`config.mk`:
```
export PLATFORM = sky130hd
export DESIGN_NAME = pipe_perf_counter
export DESIGN_NICKNAME = d
export VERILOG_FILES = /design/src/rtl/pipe_perf_counter.sv
export SDC_FILE = /design/constraint.sdc
export NUM_CORES = 1
export LEC_CHECK = 0
export BUFFER_PORTS_ARGS = -buffer_cell sky130_fd_sc_hd__buf_2
export CELL_PAD_IN_SITES_DETAIL_PLACEMENT = 0
export CELL_PAD_IN_SITES_GLOBAL_PLACEMENT = 2
export CORE_MARGIN = 3
export CORE_UTILIZATION = 45
export CTS_BUF_LIST = sky130_fd_sc_hd__clkbuf_4
export CTS_CLUSTER_DIAMETER = 80
export CTS_CLUSTER_SIZE = 12
export DETAILED_ROUTE_END_ITERATION = 6
export PLACE_DENSITY_LB_ADDON = 0.1
export RECOVER_POWER = 50
export SLEW_MARGIN = 20
export SYNTH_ARGS = -nofsm -noshare
export SYNTH_HDL_FRONTEND = slang
export SYNTH_SLANG_ARGS = --single-unit
```
`constraint.sdc`:
```
create_clock -name clk_i -period 17.4 [get_ports clk_i]
set_input_delay 1.74 -clock clk_i [delete_from_list [all_inputs] [get_ports clk_i]]
set_output_delay 1.74 -clock clk_i [all_outputs]
set_load 0.03 [all_outputs]
```
`src/rtl/pipe_perf_counter.sv`:
```
// rtl/pipe_perf_counter.sv - pipeline event monitor: cycle/stall/flush/retire/max-stall-run counters
// Optional feature macro: PERF_HALT_DET_EN (idle-pipeline halt detector on halt_o).
// Ports:
//   clk_i, rst_i (async, active high)
//   start_i, stall_i, branch_i, flush_i, wb_valid_i, freeze_i, clear_i, sel_i[2:0]  inputs
//   cnt_o[CNT_W-1:0] registered selected counter, ovf_o[4:0] sticky wrap flags,
//   running_o (RUN state), halt_o (idle detect, 0 when feature not built)          outputs
module pipe_perf_counter #(
    parameter int CNT_W     = 32,
    parameter int HALT_IDLE = 8
) (
    input  logic             clk_i,
    input  logic             rst_i,
    input  logic             start_i,
    input  logic             stall_i,
    input  logic             branch_i,
    input  logic             flush_i,
    input  logic             wb_valid_i,
    input  logic             freeze_i,
    input  logic             clear_i,
    input  logic [2:0]       sel_i,
    output logic [CNT_W-1:0] cnt_o,
    output logic [4:0]       ovf_o,
    output logic             running_o,
    output logic             halt_o
);

    typedef enum logic [1:0] {
        S_IDLE = 2'd0,
        S_RUN  = 2'd1,
        S_HOLD = 2'd2
    } state_t;

    localparam logic [CNT_W-1:0] ONES = {CNT_W{1'b1}};
    localparam logic [CNT_W-1:0] ONE  = CNT_W'(1);

    state_t            state_q, state_d;
    logic [CNT_W-1:0]  cyc_q, cyc_d;
    logic [CNT_W-1:0]  stl_q, stl_d;
    logic [CNT_W-1:0]  fls_q, fls_d;
    logic [CNT_W-1:0]  ret_q, ret_d;
    logic [CNT_W-1:0]  max_q, max_d;
    logic [CNT_W-1:0]  run_q, run_d;
    logic [CNT_W-1:0]  cnt_q, cnt_d;
    logic [4:0]        ovf_q, ovf_d;
    logic              running_q, running_d;
    logic              count_en;
    logic              stall_ev;

`ifdef PERF_HALT_DET_EN
    localparam int                IDLE_W   = $clog2(HALT_IDLE + 1);
    localparam logic [IDLE_W-1:0] IDLE_MAX = IDLE_W'(HALT_IDLE);
    logic [IDLE_W-1:0] idle_q, idle_d;
    logic              halt_q, halt_d;
`endif

    always_comb begin
        count_en  = (state_q == S_RUN) && !freeze_i;
        // A stall raised while a branch is decoded is branch resolution, not a data hazard.
        stall_ev  = stall_i && !branch_i;

        state_d   = state_q;
        cyc_d     = cyc_q;
        stl_d     = stl_q;
        fls_d     = fls_q;
        ret_d     = ret_q;
        max_d     = max_q;
        run_d     = run_q;
        ovf_d     = ovf_q;

        // start_i low wins over freeze_i from both RUN and HOLD.
        case (state_q)
            S_IDLE:  state_d = start_i ? S_RUN : S_IDLE;
            S_RUN:   state_d = !start_i ? S_IDLE : (freeze_i ? S_HOLD : S_RUN);
            S_HOLD:  state_d = !start_i ? S_IDLE : (freeze_i ? S_HOLD : S_RUN);
            default: state_d = S_IDLE;
        endcase

        // Readout uses pre-update values, giving one cycle of latency.
        case (sel_i)
            3'd0:    cnt_d = cyc_q;
            3'd1:    cnt_d = stl_q;
            3'd2:    cnt_d = fls_q;
            3'd3:    cnt_d = ret_q;
            3'd4:    cnt_d = max_q;
            default: cnt_d = '0;
        endcase

        if (count_en) begin
            cyc_d = cyc_q + ONE;
            if (cyc_q == ONES) ovf_d[0] = 1'b1;
            if (flush_i) begin
                fls_d = fls_q + ONE;
                if (fls_q == ONES) ovf_d[2] = 1'b1;
            end
            if (wb_valid_i) begin
                ret_d = ret_q + ONE;
                if (ret_q == ONES) ovf_d[3] = 1'b1;
            end
            if (stall_ev) begin
                stl_d = stl_q + ONE;
                if (stl_q == ONES) ovf_d[1] = 1'b1;
                // Run length saturates; a run that outgrows the counter flags ovf[4].
                if (run_q == ONES) begin
                    max_d    = ONES;
                    ovf_d[4] = 1'b1;
                end else begin
                    run_d = run_q + ONE;
                    if (run_d > max_q) max_d = run_d;
                end
            end else begin
                run_d = '0;
            end
        end

        if (state_d == S_IDLE) run_d = '0;

        running_d = (state_d == S_RUN);

`ifdef PERF_HALT_DET_EN
        idle_d = idle_q;
        halt_d = halt_q;
        if (count_en) begin
            if (wb_valid_i) begin
                idle_d = '0;
            end else begin
                if (idle_q != IDLE_MAX) idle_d = idle_q + IDLE_W'(1);
                if ((idle_d == IDLE_MAX) && (ret_q != '0)) halt_d = 1'b1;
            end
        end
`endif

        if (clear_i) begin
            cyc_d = '0;
            stl_d = '0;
            fls_d = '0;
            ret_d = '0;
            max_d = '0;
            run_d = '0;
            ovf_d = '0;
            cnt_d = '0;
`ifdef PERF_HALT_DET_EN
            idle_d = '0;
            halt_d = 1'b0;
`endif
        end
    end

    always_ff @(posedge clk_i or posedge rst_i) begin
        if (rst_i) begin
            state_q   <= S_IDLE;
            cyc_q     <= '0;
            stl_q     <= '0;
            fls_q     <= '0;
            ret_q     <= '0;
            max_q     <= '0;
            run_q     <= '0;
            cnt_q     <= '0;
            ovf_q     <= '0;
            running_q <= 1'b0;
`ifdef PERF_HALT_DET_EN
            idle_q    <= '0;
            halt_q    <= 1'b0;
`endif
        end else begin
            state_q   <= state_d;
            cyc_q     <= cyc_d;
            stl_q     <= stl_d;
            fls_q     <= fls_d;
            ret_q     <= ret_d;
            max_q     <= max_d;
            run_q     <= run_d;
            cnt_q     <= cnt_d;
            ovf_q     <= ovf_d;
            running_q <= running_d;
`ifdef PERF_HALT_DET_EN
            idle_q    <= idle_d;
            halt_q    <= halt_d;
`endif
        end
    end

    assign cnt_o     = cnt_q;
    assign ovf_o     = ovf_q;
    assign running_o = running_q;
`ifdef PERF_HALT_DET_EN
    assign halt_o    = halt_q;
`else
    assign halt_o    = 1'b0;
`endif

endmodule

```
==> results.sh <==
export IMPL_vias=9494
export IMPL_cts_tree="yes"
export IMPL_drc=0
export IMPL_nFillCells=2690
export IMPL_yosysUniqueCellTypes=59
export IMPL_synth_area_mm2=0.01259
export IMPL_layout_min_cycle_time_ns=7.703
export IMPL_synth_edf_count=0
export IMPL_wl_per_cell_um=17.99
export IMPL_dpl_instance_area_mm2=0.01314
export IMPL_viasPerCell=5.529
export IMPL_synth_top_cell_area_share=0.4610
export IMPL_design_area_mm2=0.01331
export IMPL_avgSynthCellArea_um2=9.497
export IMPL_ys_seq_elements=232
export IMPL_holdPathStages=2
export IMPL_root_buffer="clkbuf_4"
export IMPL_worst_pin_slew_ns=4.806
export IMPL_grt_first_pass_wirelength_um=50850
export IMPL_cp_required_ns=17.29
export IMPL_finClkSkew_ns=0.04706
export IMPL_cts_max_level=1
export IMPL_maxCapViolations=6
export IMPL_place_congestion=0.7794
export IMPL_rows=60
export IMPL_synth_cells=1326
export IMPL_grt_pass1_vias=9292
export IMPL_start_kind="primary input"
export IMPL_die_area_mm2=0.03003
export IMPL_failed_checks="max-capacitance violations, max-slew violations"
export IMPL_setup_viol=0
export IMPL_antenna_found_initial=1
export IMPL_synth_flop_cell="dfrtp_1"
export IMPL_outcome="finished with violations"
export IMPL_critPathKind="primary input to async pin"
export IMPL_cts_resized=0
export IMPL_tns_ns=0
export IMPL_die_w_um=173.3
export IMPL_cts_sinks=232
export IMPL_fin_crit_sh=0.4427
export IMPL_drive_gt1_frac=0.09531
export IMPL_core_area_mm2=0.02725
export IMPL_grt_max_degree=106
export IMPL_peakVddDrop_v=0.00005101
export IMPL_hold_path_class="flip-flop to flip-flop"
export IMPL_nNetsFinal=1396
export IMPL_async_reset_ff_frac=1.000
export IMPL_max_freq_mhz=129.8
export IMPL_dp_hpwl_um=21110
export IMPL_crit_fanout=105
export IMPL_reg2regPathDepth=15
export IMPL_io_pins=51
export IMPL_syn_to_final_growth_pct=5.663
export IMPL_synth_warnings=0
export IMPL_numPortBuffers=49
export IMPL_clk_path_buf_depth=3
export IMPL_grt_setup_unrepaired="false"
export IMPL_firstDrtPassIters=5
export IMPL_detail_route_antenna_nets=0
export IMPL_grt_overflow=0
export IMPL_grt_util_all_layers=0.2047
export IMPL_powerDensity_mw_per_mm2=64.90
export IMPL_max_slew_margin=-2.222
export IMPL_yosys_top_cells_area="dfrtp_1 46%, xor2_1 6.1%, nor2_1 4.7%"
export IMPL_cts_hold_buf=0
export IMPL_yosys_area_top_type="dfrtp_1"
export IMPL_ys_seq_area_frac=0.4610
export IMPL_initial_utilization=0.4621
export IMPL_insertion_delay_ns=0.68
export IMPL_cp_end_kind="async pin"
export IMPL_wl_um=30890
export IMPL_clk_pin_slew_ns=0.14
export IMPL_fp_dieH_um=173.3
export IMPL_syn_num_nets=1378
export IMPL_post_cts_buffers=0
export IMPL_p_leak_nw=5.923
export IMPL_hold_viol=0
export IMPL_drt_initial_drc_count=566
export IMPL_yosysMostFrequentCell="dfrtp_1"
export IMPL_critPathArrivalTime_ns=7.59
export IMPL_finalMaxSlewViolations=415
export IMPL_netlist_top_cells_count="232 x dfrtp_1, 157 x nor2_1, 89 x nand2_1"
export IMPL_cts_buffers=23
-- report_power, final --
part	leakage (nW)	switching, W	internal, W	total [W]
Sequential	3.24	0.00000442	0.000545	0.000549
Combinational	2.58	0.0000550	0.0000192	0.0000742
Clock	0.110	0.000178	0.0000623	0.000240
Total	5.92	0.000237	0.000626	0.000864
-- cell usage in the layout (no fill, tap or decap), types with 3 or more instances in the layout --
master | synthesis | routed
and4_1 | 16 | 16
nor3_1 | 9 | 9
mux2i_1 | 4 | 4
o21ai_0 | 28 | 28
and2_1 | 35 | 35
nor2b_1 | 11 | 9
nand3_1 | 55 | 55
o22ai_1 | 32 | 32
nor4_1 | 5 | 5
mux2_2 | 30 | 30
nor2_1 | 157 | 156
o31ai_1 | 8 | 8
buf_4 | 4 | 8
nand2_1 | 89 | 89
dfrtp_1 | 232 | 232
a221oi_1 | 33 | 33
or3_1 | 17 | 17
clkbuf_4 | 0 | 23
xor2_1 | 88 | 88
o21ai_1 | 31 | 30
a22oi_1 | 64 | 64
o41ai_1 | 3 | 3
o211ai_1 | 3 | 3
clkbuf_1 | 53 | 7
a21oi_1 | 35 | 34
nand4_1 | 41 | 41
inv_1 | 87 | 86
nand2b_1 | 3 | 3
ha_1 | 40 | 40
buf_2 | 7 | 46
and3_1 | 20 | 20
xnor2_1 | 49 | 49
-- state kept, by name (all words and copies together), names as in the netlist --
register   flops
cnt_o         32
cyc_q         32
fls_q         32
max_q         32
ret_q         32
run_q         32
stl_q         32
ovf_o          5
state_q        2
running_o      1
-- logic make-up (layout without fill, tap and decap cells) --
logic type | Yosys count | in the layout | synth area share
flip-flops | 232 | 232 | 0.4610
AO/OA/AOI/OAI | 252 | 252 | 0.1342
XOR/XNOR | 137 | 137 | 0.09528
AND/OR/NAND/NOR | 475 | 475 | 0.1914
buffers and inverters | 155 | 172 | 0.04809
other | 1 | 3 | 0.0002978
adder cells (fa/ha/maj) | 40 | 40 | 0.03974
multiplexers | 34 | 34 | 0.03000
-- final timing paths --
check / from / endpoint / slack (ns)
setup / recovery: rst_i / max_q[0] / 9.70
hold / removal: ovf_o[3] / ovf_o[3] / 0.52
setup reg to reg: run_q[0] / max_q[9] / 12.49
hold reg to reg: ovf_o[3] / ovf_o[3] / 0.52
max in group clk_i: clear_i / fls_q[24] / 10.84
min in group asynchronous: rst_i / fls_q[29] / 2.52
-- layout make-up --
cell class                 count  area (um2)  share of cell area
clock buffer                  23       172.7             0.01298
timing repair buffer          61       316.6             0.02379
clock inverter                 1       8.758           0.0006582
inverter                      87       327.8             0.02464
tap                          372       465.4             0.03498
sequential                   232        5806              0.4363
antenna                        2       5.005           0.0003761
multi-input combinational    939        6205              0.4663
-- layer usage --
metal | up-vias | part of all wire | track usage | routed length [um]
met4 | 0 | 0.015 | 0.03412 | 476
met5 | - | 0 | 0 | 0
met3 | 29 | 0.030 | 0.02562 | 938
met2 | 134 | 0.46 | 0.3268 | 14170
li1 | 4686 | - | - | -
met1 | 4645 | 0.50 | 0.3044 | 15300
-- worst max-delay path, cell delays in order --
cell and delay (ns):
buf_2 0.10, clkinvlp_2 2.67, clkbuf_1 2.93
-- metrics by stage --
stage	total power (W)	std cells	utilization	setup slack, ns	hold WS (ns)
global placement	0.0006345	1691	0.4822	12.75	0.4780
floorplan	0.0006118	1326	-	9.299	0.4870
finish	0.0008635	1717	0.4883	9.697	0.5159
global route	0.0009070	1717	0.4883	8.299	0.5555
CTS	0.0008806	1715	0.4888	12.65	0.5230
detailed placement	0.0006347	1691	0.4822	12.67	0.4908
No activity file was read; power rests on OpenSTA's default activity.
